### config.mk
export PLATFORM = sky130hd
export DESIGN_NAME = gps_sat_scheduler
export DESIGN_NICKNAME = d
export VERILOG_FILES = /design/src/rtl/gps_sched_pkg.sv /design/src/rtl/gps_epoch_timer.sv /design/src/rtl/gps_sat_scheduler.sv
export SDC_FILE = /design/constraint.sdc
export NUM_CORES = 1
export LEC_CHECK = 0
export BUFFER_PORTS_ARGS = -buffer_cell sky130_fd_sc_hd__buf_2
export CELL_PAD_IN_SITES_DETAIL_PLACEMENT = 0
export CELL_PAD_IN_SITES_GLOBAL_PLACEMENT = 1
export CORE_AREA = 2 2 255 257
export CTS_CLUSTER_DIAMETER = 150
export CTS_CLUSTER_SIZE = 16
export DETAILED_ROUTE_END_ITERATION = 6
export DIE_AREA = 0 0 257 259
export PLACE_DENSITY = 0.56
export SYNTH_ARGS = -nofsm -noshare
export SYNTH_HDL_FRONTEND = slang
export SYNTH_SLANG_ARGS = --single-unit
export TNS_END_PERCENT = 1
### constraint.sdc
create_clock -name axi_aclk -period 6.5 [get_ports axi_aclk]
set_input_delay 1.3 -clock axi_aclk [delete_from_list [all_inputs] [get_ports axi_aclk]]
set_output_delay 1.3 -clock axi_aclk [all_outputs]
set_load 0.02 [all_outputs]
### src/rtl/gps_sched_pkg.sv
// Shared types and width constants for the GPS satellite scheduler.
package gps_sched_pkg;

    localparam int NSAT_DEFAULT = 4;
    localparam int FREQ_W       = 32;
    localparam int GAIN_W       = 16;
    localparam int CASEL_W      = 6;
    localparam int CNT_W        = 16;

    // Commit sequencer state.
    typedef enum logic {
        IDLE  = 1'b0,
        ARMED = 1'b1
    } sched_state_e;

endpackage

### src/rtl/gps_epoch_timer.sv
// Epoch timer: free-running cycle counter that wraps every epoch_len + 1
// cycles while run is high and emits a registered one-cycle epoch_tick.
module gps_epoch_timer #(
    parameter int EPOCH_W = 32
) (
    input  logic               axi_aclk,
    input  logic               axi_aresetn,
    input  logic               run,
    input  logic [EPOCH_W-1:0] epoch_len,
    output logic               epoch_tick,
    output logic [31:0]        epoch_cnt
);

    logic [EPOCH_W-1:0] cnt;

    // Count cycles inside the epoch; >= lets a shrunken epoch_len wrap at once.
    // NOTE: sequential state uses non-blocking assignments so every register
    // samples the pre-edge values, independent of statement order.
    always_ff @(posedge axi_aclk or negedge axi_aresetn) begin
        if (!axi_aresetn) begin
            cnt        <= '0;
            epoch_tick <= 1'b0;
            epoch_cnt  <= '0;
        end else if (!run) begin
            cnt        <= '0;
            epoch_tick <= 1'b0;
            epoch_cnt  <= '0;
        end else if (cnt >= epoch_len) begin
            cnt        <= '0;
            epoch_tick <= 1'b1;
            epoch_cnt  <= epoch_cnt + 32'd1;
        end else begin
            cnt        <= cnt + 1'b1;
            epoch_tick <= 1'b0;
        end
    end

endmodule

### src/rtl/gps_sat_scheduler.sv
// Satellite parameter scheduler: arms a commit of the shadow registers and
// applies every satellite atomically on the next epoch boundary.
// Optional per-epoch Doppler ramp is enabled by defining SAT_RAMP_EN.
module gps_sat_scheduler
    import gps_sched_pkg::*;
#(
    parameter int NSAT    = NSAT_DEFAULT,
    parameter int EPOCH_W = 32,
    parameter int RATE_W  = 32
) (
    input  logic                            axi_aclk,
    input  logic                            axi_aresetn,
    input  logic                            run,
    input  logic [EPOCH_W-1:0]              epoch_len,
    input  logic                            commit_req,
    input  logic                            commit_abort,
    input  logic [NSAT-1:0][FREQ_W-1:0]     shd_freq,
    input  logic [NSAT-1:0][GAIN_W-1:0]     shd_gain,
    input  logic [NSAT-1:0][CASEL_W-1:0]    shd_ca_sel,
    input  logic [NSAT-1:0][RATE_W-1:0]     shd_rate,
    output logic                            gps_enable,
    output logic [NSAT-1:0][FREQ_W-1:0]     freq,
    output logic [NSAT-1:0][GAIN_W-1:0]     gain,
    output logic [NSAT-1:0][CASEL_W-1:0]    ca_sel,
    output logic                            epoch_tick,
    output logic [31:0]                     epoch_cnt,
    output logic                            commit_busy,
    output logic [CNT_W-1:0]                commit_cnt,
    output logic                            commit_ovr
);

    sched_state_e state;
    logic         primed;
    logic         apply;

    gps_epoch_timer #(
        .EPOCH_W (EPOCH_W)
    ) u_timer (
        .axi_aclk    (axi_aclk),
        .axi_aresetn (axi_aresetn),
        .run         (run),
        .epoch_len   (epoch_len),
        .epoch_tick  (epoch_tick),
        .epoch_cnt   (epoch_cnt)
    );

    // An armed commit lands on the tick edge unless aborted in that cycle.
    assign apply = (state == ARMED) && epoch_tick && !commit_abort;

`ifdef SAT_RAMP_EN
    logic [NSAT-1:0][RATE_W-1:0] rate;

    // Rate registers follow the shadow rates only when a commit lands.
    always_ff @(posedge axi_aclk or negedge axi_aresetn) begin
        if (!axi_aresetn) begin
            rate <= '0;
        end else if (apply) begin
            rate <= shd_rate;
        end
    end
`else
    logic unused_rate;
    assign unused_rate = ^shd_rate;
`endif

    // Commit FSM plus live parameter registers; enable looks ahead at apply
    // so it rises in the same cycle the first parameters become visible.
    always_ff @(posedge axi_aclk or negedge axi_aresetn) begin
        if (!axi_aresetn) begin
            state       <= IDLE;
            primed      <= 1'b0;
            gps_enable  <= 1'b0;
            freq        <= '0;
            gain        <= '0;
            ca_sel      <= '0;
            commit_busy <= 1'b0;
            commit_cnt  <= '0;
            commit_ovr  <= 1'b0;
        end else begin
            gps_enable <= run & (primed | apply);

            case (state)
                IDLE: begin
                    if (commit_req) begin
                        state       <= ARMED;
                        commit_busy <= 1'b1;
                    end
                end
                ARMED: begin
                    if (commit_req) begin
                        commit_ovr <= 1'b1;
                    end
                    if (commit_abort || epoch_tick) begin
                        state       <= IDLE;
                        commit_busy <= 1'b0;
                    end
                end
                default: begin
                    state       <= IDLE;
                    commit_busy <= 1'b0;
                end
            endcase

            if (apply) begin
                freq       <= shd_freq;
                gain       <= shd_gain;
                ca_sel     <= shd_ca_sel;
                primed     <= 1'b1;
                commit_cnt <= commit_cnt + 1'b1;
            end
`ifdef SAT_RAMP_EN
            else if (epoch_tick && primed) begin
                for (int i = 0; i < NSAT; i++) begin
                    freq[i] <= freq[i] + FREQ_W'(signed'(rate[i]));
                end
            end
`endif
        end
    end

endmodule

==> flow_metrics.py, run 1 <==
metrics = {
    "floorplan": {
        "ios": 649,
        "die_y_um": 259,
        "rows": 93,
        "fp.dieW_um": 257,
        "initial_core_util_pct": 20.3,
        "coreArea_um2": 63900,
        "die_area_um2": 66600,
    },
    "global_routing": {
        "use_met2_pct": 20.8,
        "gr-total-overflow": 0,
        "antenna_found_initial": 8,
        "busiest_layer": "met2",
        "grt_pass1_vias": 11400,
        "grt_use_total_pct": 12.3,
        "use_met3_pct": 4.00,
        "grtUsageMet1_pct": 15.0,
        "grt_pass1_wl_um": 66000,
        "grt_max_degree": 174,
    },
    "setup_path": {
        "worstPathRequired_ns": 6.87,
        "cp.buffers_inverters": 2,
        "reg2reg_depth": 8,
        "ff2ff_setup_slack_ns": 3.44,
        "critPathMaxStageDelay_ns": 0.86,
        "start_kind": "primary input",
        "cp_top_family": "simple AND/OR/NAND/NOR gates",
        "worstPathCellList": "buf_2 -> inv_1 -> ha_1 -> nand4_1 -> nor4_2 -> nand3_1 -> a21oi_2 -> nor3_2 -> nand2_1 -> nor2_1",
        "crit_type": "in -> reg",
        "crit_fanout": 31,
        "end_kind": "flop",
        "cp_data_arrival_time_ns": 3.86,
        "cp_slowest_cell": "nand2_1",
        "reg2reg_from": "u_timer.cnt[27]",
        "r2r-end": "u_timer.cnt[24]",
    },
    "placed_design": {
        "numPortBuffers": 520,
        "place_area_um2": 16500,
        "placed_cells": 2757,
        "dp_hpwl_um": 30300,
        "gp_congestion": 0.780,
    },
    "worst_hold_path": {
        "hold_path_end": "commit_ovr",
        "hold_path_depth": 1,
        "hp-start": "commit_ovr",
        "hold_path.class": "reg -> reg",
    },
    "sta": {
        "hold-worst-slack_ns": 0.457,
        "worst_pin_slew_ns": 1.16,
        "hold_viol": 0,
        "final.min_clock_period_ns": 3.48,
        "slew_viol_final": 0,
        "timing.final.crit_share_pct": 53.6,
        "rsz0062_at_grt": "no",
        "clock_skew_ns": 0.0390,
        "fmax_mhz": 287,
        "slew_headroom_pct": 22.5,
        "setup_violations": 0,
        "setup_tns_ns": 0,
    },
    "yosys": {
        "syn_area_per_cell_um2": 9.01,
        "seq_area_frac_synth_pct": 58.3,
        "yosysUniqueCellTypes": 48,
        "async_reset_ff_share_pct": 100,
        "syn_nets": 1854,
        "synth_area_um2": 13000,
        "synth_edf_count": 0,
        "ys_warn_count": 0,
        "yosys_register_bits": 302,
        "synth_cells": 1438,
        "synth_flop_cell": "dfrtp_1",
    },
    "power_and_ir_drop": {
        "irDropWorstVdd_mv": 0.148,
        "power.share.clock_pct": 33.2,
        "p_per_area_nw_per_um2": 231,
        "pwr-share-seq_pct": 52.4,
        "p_comb_share_pct": 14.3,
        "intPower_w": 0.00282,
        "switching_share_pct": 28.6,
        "p_leak_nw": 9.49,
        "p_switching_w": 0.00113,
    },
    "clock_network": {
        "clkTransAtPathRegs_ns": 0.08,
        "cts_tree": "built",
        "h-tree-depth": 1,
        "numCtsBuffers": 22,
        "root_buffer": "clkbuf_16",
        "hold_buffers": 0,
        "cts_resized": 0,
        "cts_buffer_depth": 3,
        "post_cts_buffers": 0,
        "clock_latency_ns": 0.57,
        "cts.sinks": 302,
    },
    "detailed_routing": {
        "drt_iter0_drc": 564,
        "drtAntennaViolNets": 0,
        "post_drt_wl_per_cell_um": 15.2,
        "viasPerCell": 4.05,
        "vias": 11300,
        "drt-total-wl_um": 42400,
        "drc": 0,
        "drt_pre_antenna_iters": 4,
    },
    "run_status": {
        "status": "complete, no violations",
    },
    "finish": {
        "nets": 2342,
        "area_growth_pct": 32.1,
        "fillers": 6950,
        "fin_cells": 2783,
        "multi_input_area_um2": 5020,
        "stdcell_area_um2": 17100,
        "seq_area_um2": 7560,
        "drive_above_1_share_pct": 29.6,
    },
    "run": {
        "drv_cap": 0,
    },
}
## metal layers
metal	vias up	share of wire [%]	routed length (um)
li1	5534	-	-
met1	5295	41	17300
met2	349	48	20500
met3	68	7.7	3260
met4	12	2.9	1210
met5	-	0.19	80
## through the flow
stage | power (W) | utilization [%] | setup slack (ns)
2_1_floorplan | 0.00238 | - | 3.18
6_report | 0.00395 | 26.8 | 3.02
4_1_cts | 0.00405 | 26.8 | 3.02
3_3_place_gp | 0.00268 | 25.9 | 2.48
3_5_place_dp | 0.00269 | 25.9 | 2.41
5_1_grt | 0.00418 | 26.8 | 2.76
## kinds of logic after synthesis
group           count (synthesis)  share of synthesized area, %
flops                         302                          58.3
mux                             4                         0.319
buf+inv                       105                          3.07
simple gates                  864                          27.8
fa+ha+maj                      35                          3.38
compound gates                 81                          3.97
xor+xnor                       47                          3.18
## how the worst max path moves through the flow
stage,startpoint,to,slack [ns],cells after the start
2_1_floorplan,epoch_len[9],u_timer.epoch_cnt[1],3.18,11
4_1_cts,epoch_len[26],u_timer.cnt[24],3.02,10
3_3_place_gp,epoch_len[26],u_timer.cnt[7],2.48,10
5_1_grt,epoch_len[23],u_timer.cnt[16],2.76,10
6_report,epoch_len[23],u_timer.cnt[24],3.02,10
3_5_place_dp,epoch_len[26],u_timer.cnt[13],2.41,10
## placed cells by master (no fill, tap or decap), types with 10 or more instances in the layout
cell type,count
or4_1,18
a21oi_1,34
inv_1,40
buf_2,519
nand4_1,16
ha_1,35
clkbuf_16,22
and3_1,10
xnor2_1,26
nand3_1,35
o21ai_0,10
o31ai_1,18
xor2_1,21
nand2_1,690
dfrtp_1,302
nor2_1,52
## worst register-to-register path, cell delays in order, from the launching register on
cell,delay [ns]
dfrtp_1,0.44
ha_1,0.32
nand4_1,0.19
nor4_2,0.40
nand3_1,0.19
a21oi_2,0.27
nor3_2,0.09
nand2_1,0.86
nor2_1,0.14
## cell type report
type	instances	share of cell area, %
flip-flops and latches	302	44.2
multi-input cells	1031	29.3
repair buffers	528	15.9
clock buffers	23	3.30
diodes	2	0.0293
clock inverters	1	0.0951
well taps	855	6.25
inverters	41	0.899
## registers in the layout, summed over array words and instances (netlist names)
register	count
commit_busy	1
u_timer.cnt	32
commit_ovr	1
commit_cnt	16
freq	128
u_timer.epoch_cnt	32
ca_sel	24
u_timer.epoch_tick	1
gps_enable	1
gain	64
primed	1
state	1
## power groups by stage
stage          combinational (W)  sequential, W  clock [W]
6_report                0.000566        0.00207    0.00131
5_1_grt                 0.000628        0.00209    0.00147
4_1_cts                 0.000582        0.00207    0.00140
3_5_place_dp            0.000582        0.00210          0
3_3_place_gp            0.000578        0.00210          0
2_1_floorplan           0.000114        0.00226          0
## cells in the mapped netlist (2+ instances only)
cell      count  area share (%)
xor2_1       21             1.4
and2_1        2           0.097
and3_1       10            0.48
a221oi_1      2            0.14
mux2i_1       3            0.23
inv_1        40             1.2
dfrtp_1     302              58
xnor2_1      26             1.8
o31ai_1      19             1.1
clkbuf_1     58             1.7
nor4_1        4            0.19
and4_1        5            0.34
o31a_1        3            0.20
a21o_1        3            0.17
nor3_1        5            0.19
and4_4        2            0.17
a21oi_1      34             1.3
o21a_1        3            0.17
nand2b_1      5            0.24
or3_1         5            0.24
nand3_1      35             1.4
or4_1        18             1.0
buf_2         3            0.12
nand4b_1      2            0.14
nor2_1       53             1.5
or2_2         3            0.14
and3_2        2            0.12
ha_1         35             3.4
o21ai_0      10            0.39
nand4_1      16            0.77
nand2_1     690              20
buf_1         3           0.087
Note: power is estimated with default switching activity, not from simulation.
==> inputs of run 2 (changes only) <==
--- a/config.mk
+++ b/config.mk
@@ -5,6 +5,7 @@
 export SDC_FILE = /design/constraint.sdc
 export NUM_CORES = 1
 export LEC_CHECK = 0
+export ABC_AREA = 1
 export BUFFER_PORTS_ARGS = -buffer_cell sky130_fd_sc_hd__buf_2
 export CELL_PAD_IN_SITES_DETAIL_PLACEMENT = 0
 export CELL_PAD_IN_SITES_GLOBAL_PLACEMENT = 1
@@ -13,7 +14,7 @@
 export CTS_CLUSTER_SIZE = 16
 export DETAILED_ROUTE_END_ITERATION = 6
 export DIE_AREA = 0 0 257 259
-export PLACE_DENSITY = 0.56
+export PLACE_DENSITY = 0.59
 export SYNTH_ARGS = -nofsm -noshare
 export SYNTH_HDL_FRONTEND = slang
 export SYNTH_SLANG_ARGS = --single-unit
==> constraint.sdc (replaced) <==
create_clock -name axi_aclk -period 3.4 [get_ports axi_aclk]
set_input_delay 0.68 -clock axi_aclk [delete_from_list [all_inputs] [get_ports axi_aclk]]
set_output_delay 0.68 -clock axi_aclk [all_outputs]
set_load 0.02 [all_outputs]
==> run 2 against run 1 <==
Utilization rose by 1.5 points. Total power rose by 78%. Non-clock buffer count is 9 higher. Final cell count up 10%. Wire length up 14%. Combinational power is 26% higher. Critical path depth decreased by 1. Clock-buffer cell count stayed put. Critical path type is now reg -> reg. Critical endpoint is now u_timer.epoch_cnt[16]. Largest cell class unchanged. Largest power group unchanged.
==> flow_metrics.py, run 2 <==
metrics = {
    "yosys": {
        "synth_top_area_share_pct": 54.6,
        "seq_area_frac_synth_pct": 54.6,
        "synth_edf_count": 0,
        "synth.most_common_cell": "nand2_1",
        "synth_area_um2": 13900,
        "netlist_top_cells_area": "dfrtp_1 (55%), nand2_1 (24%), nor2_1 (3.2%), ha_1 (3.2%), inv_1 (2.7%)",
        "async_reset_ff_share_pct": 100,
        "yosys.area.top_type": "dfrtp_1",
        "synth_cells": 1715,
        "syn_area_per_cell_um2": 8.08,
        "ys_warn_count": 0,
        "synth_flop_cell": "dfrtp_1",
        "yosysUniqueCellTypes": 32,
        "yosys_register_bits": 302,
        "syn_nets": 2131,
        "synth_common_cells": "nand2_1 (870), dfrtp_1 (302), nor2_1 (117), inv_1 (101), nand4_1 (47)",
    },
    "placed_design": {
        "numPortBuffers": 520,
        "dp_hpwl_um": 35900,
        "gp_congestion": 0.868,
        "place_area_um2": 17500,
    },
    "clock_network": {
        "cts_tree": "built",
        "root_buffer": "clkbuf_16",
        "cts_buffer_depth": 3,
        "numCtsBuffers": 22,
        "cts_resized": 0,
        "post_cts_buffers": 0,
        "hold_buffers": 0,
        "cts.sinks": 302,
        "clkTransAtPathRegs_ns": 0.08,
        "h-tree-depth": 1,
        "clock_latency_ns": 0.55,
    },
    "setup_path": {
        "worstPathCellList": "ha_1 -> a21o_1 -> o21ai_1 -> nand2_1 -> a21oi_4 -> buf_4 -> nand2_1 -> nand3_1 -> nand2_1",
        "cp_data_arrival_time_ns": 2.89,
        "start_kind": "flop",
        "crit_fanout": 23,
        "worstPathRequired_ns": 3.83,
        "reg2reg_from": "u_timer.cnt[27]",
        "critPathMostFrequentCell": "nand2_1",
        "end_kind": "flop",
        "critPathMaxStageDelay_ns": 0.43,
        "crit_type": "reg -> reg",
        "cp_slowest_cell": "dfrtp_1",
        "reg2reg_depth": 9,
        "r2r-end": "u_timer.epoch_cnt[16]",
        "ff2ff_setup_slack_ns": 0.94,
    },
    "sta": {
        "final.min_clock_period_ns": 2.46,
        "hold_viol": 0,
        "hold-worst-slack_ns": 0.0468,
        "setup_violations": 0,
        "timing.final.crit_share_pct": 72.4,
        "clock_skew_ns": 0.0146,
        "slew_headroom_pct": 44.7,
        "setup_tns_ns": 0,
        "slew_viol_final": 0,
        "rsz0062_at_grt": "no",
        "worst_pin_slew_ns": 0.829,
        "fmax_mhz": 406,
    },
    "floorplan": {
        "ios": 649,
        "coreArea_um2": 63900,
        "initial_core_util_pct": 21.7,
        "rows": 93,
        "die_y_um": 259,
        "die_area_um2": 66600,
        "fp.dieW_um": 257,
    },
    "finish": {
        "area_growth_pct": 30.4,
        "stdcell_area_um2": 18100,
        "top_register": "freq",
        "fillers": 7017,
        "final_cell_mix": "nand2_1 (870), buf_2 (519), dfrtp_1 (302), nor2_1 (117), inv_1 (101)",
        "top_regs": "freq (128), gain (64)",
        "mostFrequentLayoutCell": "nand2_1",
        "largest_register_ffs": 128,
        "drive_above_1_share_pct": 26.2,
        "nets": 2627,
    },
    "global_routing": {
        "grt_use_total_pct": 14.2,
        "grt_pass1_vias": 12700,
        "gr-total-overflow": 0,
        "antenna_found_initial": 6,
        "grt_max_degree": 157,
        "grt_pass1_wl_um": 75500,
    },
    "power_and_ir_drop": {
        "p_per_area_nw_per_um2": 388,
        "intPower_w": 0.00516,
        "p_leak_nw": 10.5,
        "pwr-share-seq_pct": 53.9,
        "power_w": 0.00701,
        "irDropWorstVdd_mv": 0.214,
        "switching_share_pct": 26.5,
        "p_comb_share_pct": 10.2,
        "p_switching_w": 0.00185,
        "power.share.clock_pct": 35.9,
    },
    "detailed_routing": {
        "drt_iter0_drc": 811,
        "drt-total-wl_um": 48500,
        "post_drt_wl_per_cell_um": 15.8,
        "vias": 12600,
        "drc": 0,
        "drt_pre_antenna_iters": 5,
        "drtAntennaViolNets": 0,
        "viasPerCell": 4.10,
    },
    "run": {
        "drv_cap": 0,
    },
    "worst_hold_path": {
        "hold_path.class": "in -> async",
    },
    "run_status": {
        "status": "complete, no violations",
    },
}
-- run 2: changes by cell type in the layout (fill, tap and decap cells not counted), sizes merged, moves of 18 or more --
cell	previous run	this run
inv	41	102
a21oi	35	17
nand2	690	872
or4	18	0
nor3	6	31
xor2	21	43
o31ai	19	0
nor2	53	124
nand4	18	47
-- run 2: worst max-delay path by stage --
stage	start	end	slack, ns	depth (start not counted)
2_1_floorplan	epoch_len[27]	u_timer.epoch_cnt[10]	1.29	10
3_3_place_gp	epoch_len[27]	u_timer.epoch_cnt[16]	0.57	11
3_5_place_dp	epoch_len[27]	u_timer.epoch_cnt[18]	0.59	11
4_1_cts	u_timer.cnt[27]	u_timer.epoch_cnt[16]	0.91	9
5_1_grt	u_timer.cnt[7]	u_timer.epoch_cnt[9]	0.73	14
6_report	u_timer.cnt[27]	u_timer.epoch_cnt[16]	0.94	9
-- run 2: power groups by stage --
stage                     sequential, W  combinational, W  clock, W
final                           0.00378          0.000713   0.00252
after global routing            0.00380          0.000795   0.00278
after floorplan                 0.00400          0.000152         0
after CTS                       0.00378          0.000733   0.00267
after detailed placement        0.00385          0.000733         0
after global placement          0.00385          0.000723         0
-- run 2: critical path: cells and delay by family (launching register included) --
family / cells / cell delay [ns]
simple gates: 4 / 0.80
compound gates: 3 / 0.49
flops: 1 / 0.43
fa+ha+maj: 1 / 0.31
buf+inv: 1 / 0.31
-- run 2: through the flow --
stage / std cells / worst slack [ns] / util [%]
after CTS: 3066 / 0.909 / 28.3
final: 3069 / 0.938 / 28.3
after floorplan: 1715 / 1.29 / -
after global routing: 3069 / 0.731 / 28.3
after global placement: 3042 / 0.574 / 27.4
after detailed placement: 3042 / 0.587 / 27.4
-- run 2: final cells by class --
cell class                 instances  area, um2  share of cell area, %
antenna                            3       7.51                 0.0416
clock buffer                      23        564                   3.12
clock inverter                     1       16.3                 0.0900
inverter                         103        392                   2.17
multi-input combinational       1245       5630                   31.2
sequential                       302       7560                   41.8
tap                              855       1070                   5.92
timing repair buffer             537       2830                   15.7
-- run 2: kinds of logic (layout without fill, tap and decap cells) --
kind of cell,after synthesis,after routing,share of synthesized area [%]
other,0,3,0
and+or+nand+nor,1125,1125,32.7
AOI/OAI and AO/OA,27,27,1.13
xor gates and xnor gates,58,58,3.67
DFF,302,302,54.6
buffers and inverters,168,664,4.77
adders and majority gates,35,35,3.16
-- run 2: routing by layer --
metal / vias to the layer above / track usage [%] / part of all wire, %
li1: 6262 / - / -
met1: 5888 / 18.7 / 43
met2: 356 / 23.5 / 48
met3: 70 / 2.73 / 5.7
met4: 4 / 4.57 / 2.8
met5: - / 0 / 0.056
==> inputs of run 3 (changes only) <==
==> constraint.sdc (replaced) <==
create_clock -name axi_aclk -period 2.5 [get_ports axi_aclk]
set_input_delay 0.5 -clock axi_aclk [delete_from_list [all_inputs] [get_ports axi_aclk]]
set_output_delay 0.5 -clock axi_aclk [all_outputs]
set_load 0.02 [all_outputs]
==> run 3 against run 2 <==
Worst setup slack got worse by 0.66 ns. Global-route usage down 0.32 points. Combinational power rose by 37%. Total power grew 36%. Final cell count grew 0.36%. Clock power is 36% higher. Wire length down 0.99%. Register-to-register slack got worse by 0.66 ns. Critical path type unchanged. Highest routed layer unchanged.
==> flow_metrics.py, run 3 (synthesized netlist as in run 2, its figures left out) <==
metrics = {
    "run_status": {
        "status": "complete, no violations",
    },
    "floorplan": {
        "ios": 649,
        "initial_core_util_pct": 21.7,
        "die_area_um2": 66600,
        "coreArea_um2": 63900,
        "die_y_um": 259,
        "fp.dieW_um": 257,
        "rows": 93,
    },
    "sta": {
        "setup_tns_ns": 0,
        "setup_violations": 0,
        "fmax_mhz": 450,
        "worst_pin_slew_ns": 0.792,
        "slew_viol_final": 0,
        "slew_headroom_pct": 47.2,
        "timing.final.crit_share_pct": 88.9,
        "finalWorstSetupSlack_ns": 0.278,
        "final.min_clock_period_ns": 2.22,
        "rsz0062_at_grt": "no",
        "clock_skew_ns": 0.0158,
        "hold_viol": 0,
    },
    "finish": {
        "final_cell_mix": "nand2_1 (870), buf_2 (519), dfrtp_1 (302), nor2_1 (117), inv_1 (101)",
        "top_regs": "freq (128), gain (64)",
        "fillers": 7004,
        "mostFrequentLayoutCell": "nand2_1",
        "area_growth_pct": 31.1,
        "nets": 2637,
        "largest_register_ffs": 128,
        "drive_above_1_share_pct": 26.5,
        "top_register": "freq",
    },
    "global_routing": {
        "antenna_found_initial": 8,
        "grt_max_degree": 112,
        "grt_pass1_wl_um": 73700,
        "grt_use_total_pct": 13.9,
        "gr-total-overflow": 0,
        "grt_pass1_vias": 12400,
    },
    "clock_network": {
        "hold_buffers": 1,
        "clkTransAtPathRegs_ns": 0.08,
        "clock_latency_ns": 0.55,
        "numCtsBuffers": 22,
        "cts.sinks": 302,
        "cts_buffer_depth": 3,
        "cts_tree": "built",
        "h-tree-depth": 1,
        "root_buffer": "clkbuf_16",
        "post_cts_buffers": 0,
        "cts_resized": 0,
    },
    "setup_path": {
        "start_kind": "flop",
        "crit_fanout": 15,
        "end_kind": "flop",
        "crit_type": "reg -> reg",
        "worstPathRequired_ns": 2.99,
        "cp_data_arrival_time_ns": 2.71,
        "reg2reg_depth": 13,
    },
    "detailed_routing": {
        "drt_pre_antenna_iters": 5,
        "viasPerCell": 4.11,
        "vias": 12600,
        "drt-total-wl_um": 48000,
        "drc": 0,
        "post_drt_wl_per_cell_um": 15.6,
        "drt_iter0_drc": 774,
        "drtAntennaViolNets": 0,
    },
    "worst_hold_path": {
        "hold_path_depth": 3,
        "hold_path.class": "in -> reg",
    },
    "placed_design": {
        "dp_hpwl_um": 36300,
        "numPortBuffers": 520,
        "dp_slack_ns": 0.144,
        "gp_congestion": 0.880,
    },
    "power_and_ir_drop": {
        "p_leak_nw": 10.6,
        "p_per_area_nw_per_um2": 525,
        "irDropWorstVdd_mv": 0.364,
    },
    "run": {
        "drv_cap": 0,
    },
}
==> run 3: power by group <==
group / total (W) / switching (W) / internal (W)
Clock: 0.00342 / 0.00181 / 0.00160
Sequential: 0.00514 / 0.0000941 / 0.00505
Combinational: 0.000979 / 0.000611 / 0.000368
==> run 3: through the flow <==
stage	hold WS (ns)	cell area, um2	std cells	total power (W)	util [%]
after floorplan	0.204	13900	1715	0.00564	-
after global placement	0.438	17600	3051	0.00623	27.5
after detailed placement	0.441	17600	3051	0.00624	27.5
after CTS	0.0861	18100	3076	0.00975	28.4
after global routing	0.122	18200	3080	0.0100	28.4
final	0.137	18200	3080	0.00954	28.4
==> run 3: worst max-delay path: stages (launching register included) <==
cell,delay (ns)
dfrtp_1,0.49
ha_1,0.35
nand2_1,0.05
inv_1,0.06
nand2_1,0.06
nor2_1,0.10
nor2_1,0.05
nand2_1,0.07
nand2_1,0.05
nand2_1,0.12
nand2_2,0.10
nand2_1,0.43
nand3_1,0.14
nand2_1,0.10
==> run 3: path summary, 6_finish.rpt <==
path | to | from | slack [ns]
setup / recovery | u_timer.epoch_cnt[10] | u_timer.cnt[7] | 0.28
hold / removal | freq[46] | shd_freq[46] | 0.14
setup reg to reg | u_timer.epoch_cnt[10] | u_timer.cnt[7] | 0.28
hold reg to reg | primed | primed | 0.46
max in group asynchronous | freq[40] | axi_aresetn | 1.18
min in group asynchronous | freq[107] | axi_aresetn | 0.52
==> run 3: routing by layer <==
layer  up-vias  track usage (%)  routed length, um
met2       375             23.4              23300
met1      5919             18.1              20900
met4         4             4.44               1370
met3        65             2.36               2450
met5         -                0                 21
li1       6281                -                  -
==> run 3: cell type report <==
cell class,count,area [um2],area share [%]
Sequential cell,302,7560,41.6
Timing Repair Buffer,547,2920,16.1
Antenna cell,4,10.0,0.0551
Multi-Input combinational cell,1245,5630,31.0
Inverter,103,392,2.16
Clock inverter,1,16.3,0.0896
Tap cell,855,1070,5.89
Clock buffer,23,564,3.11
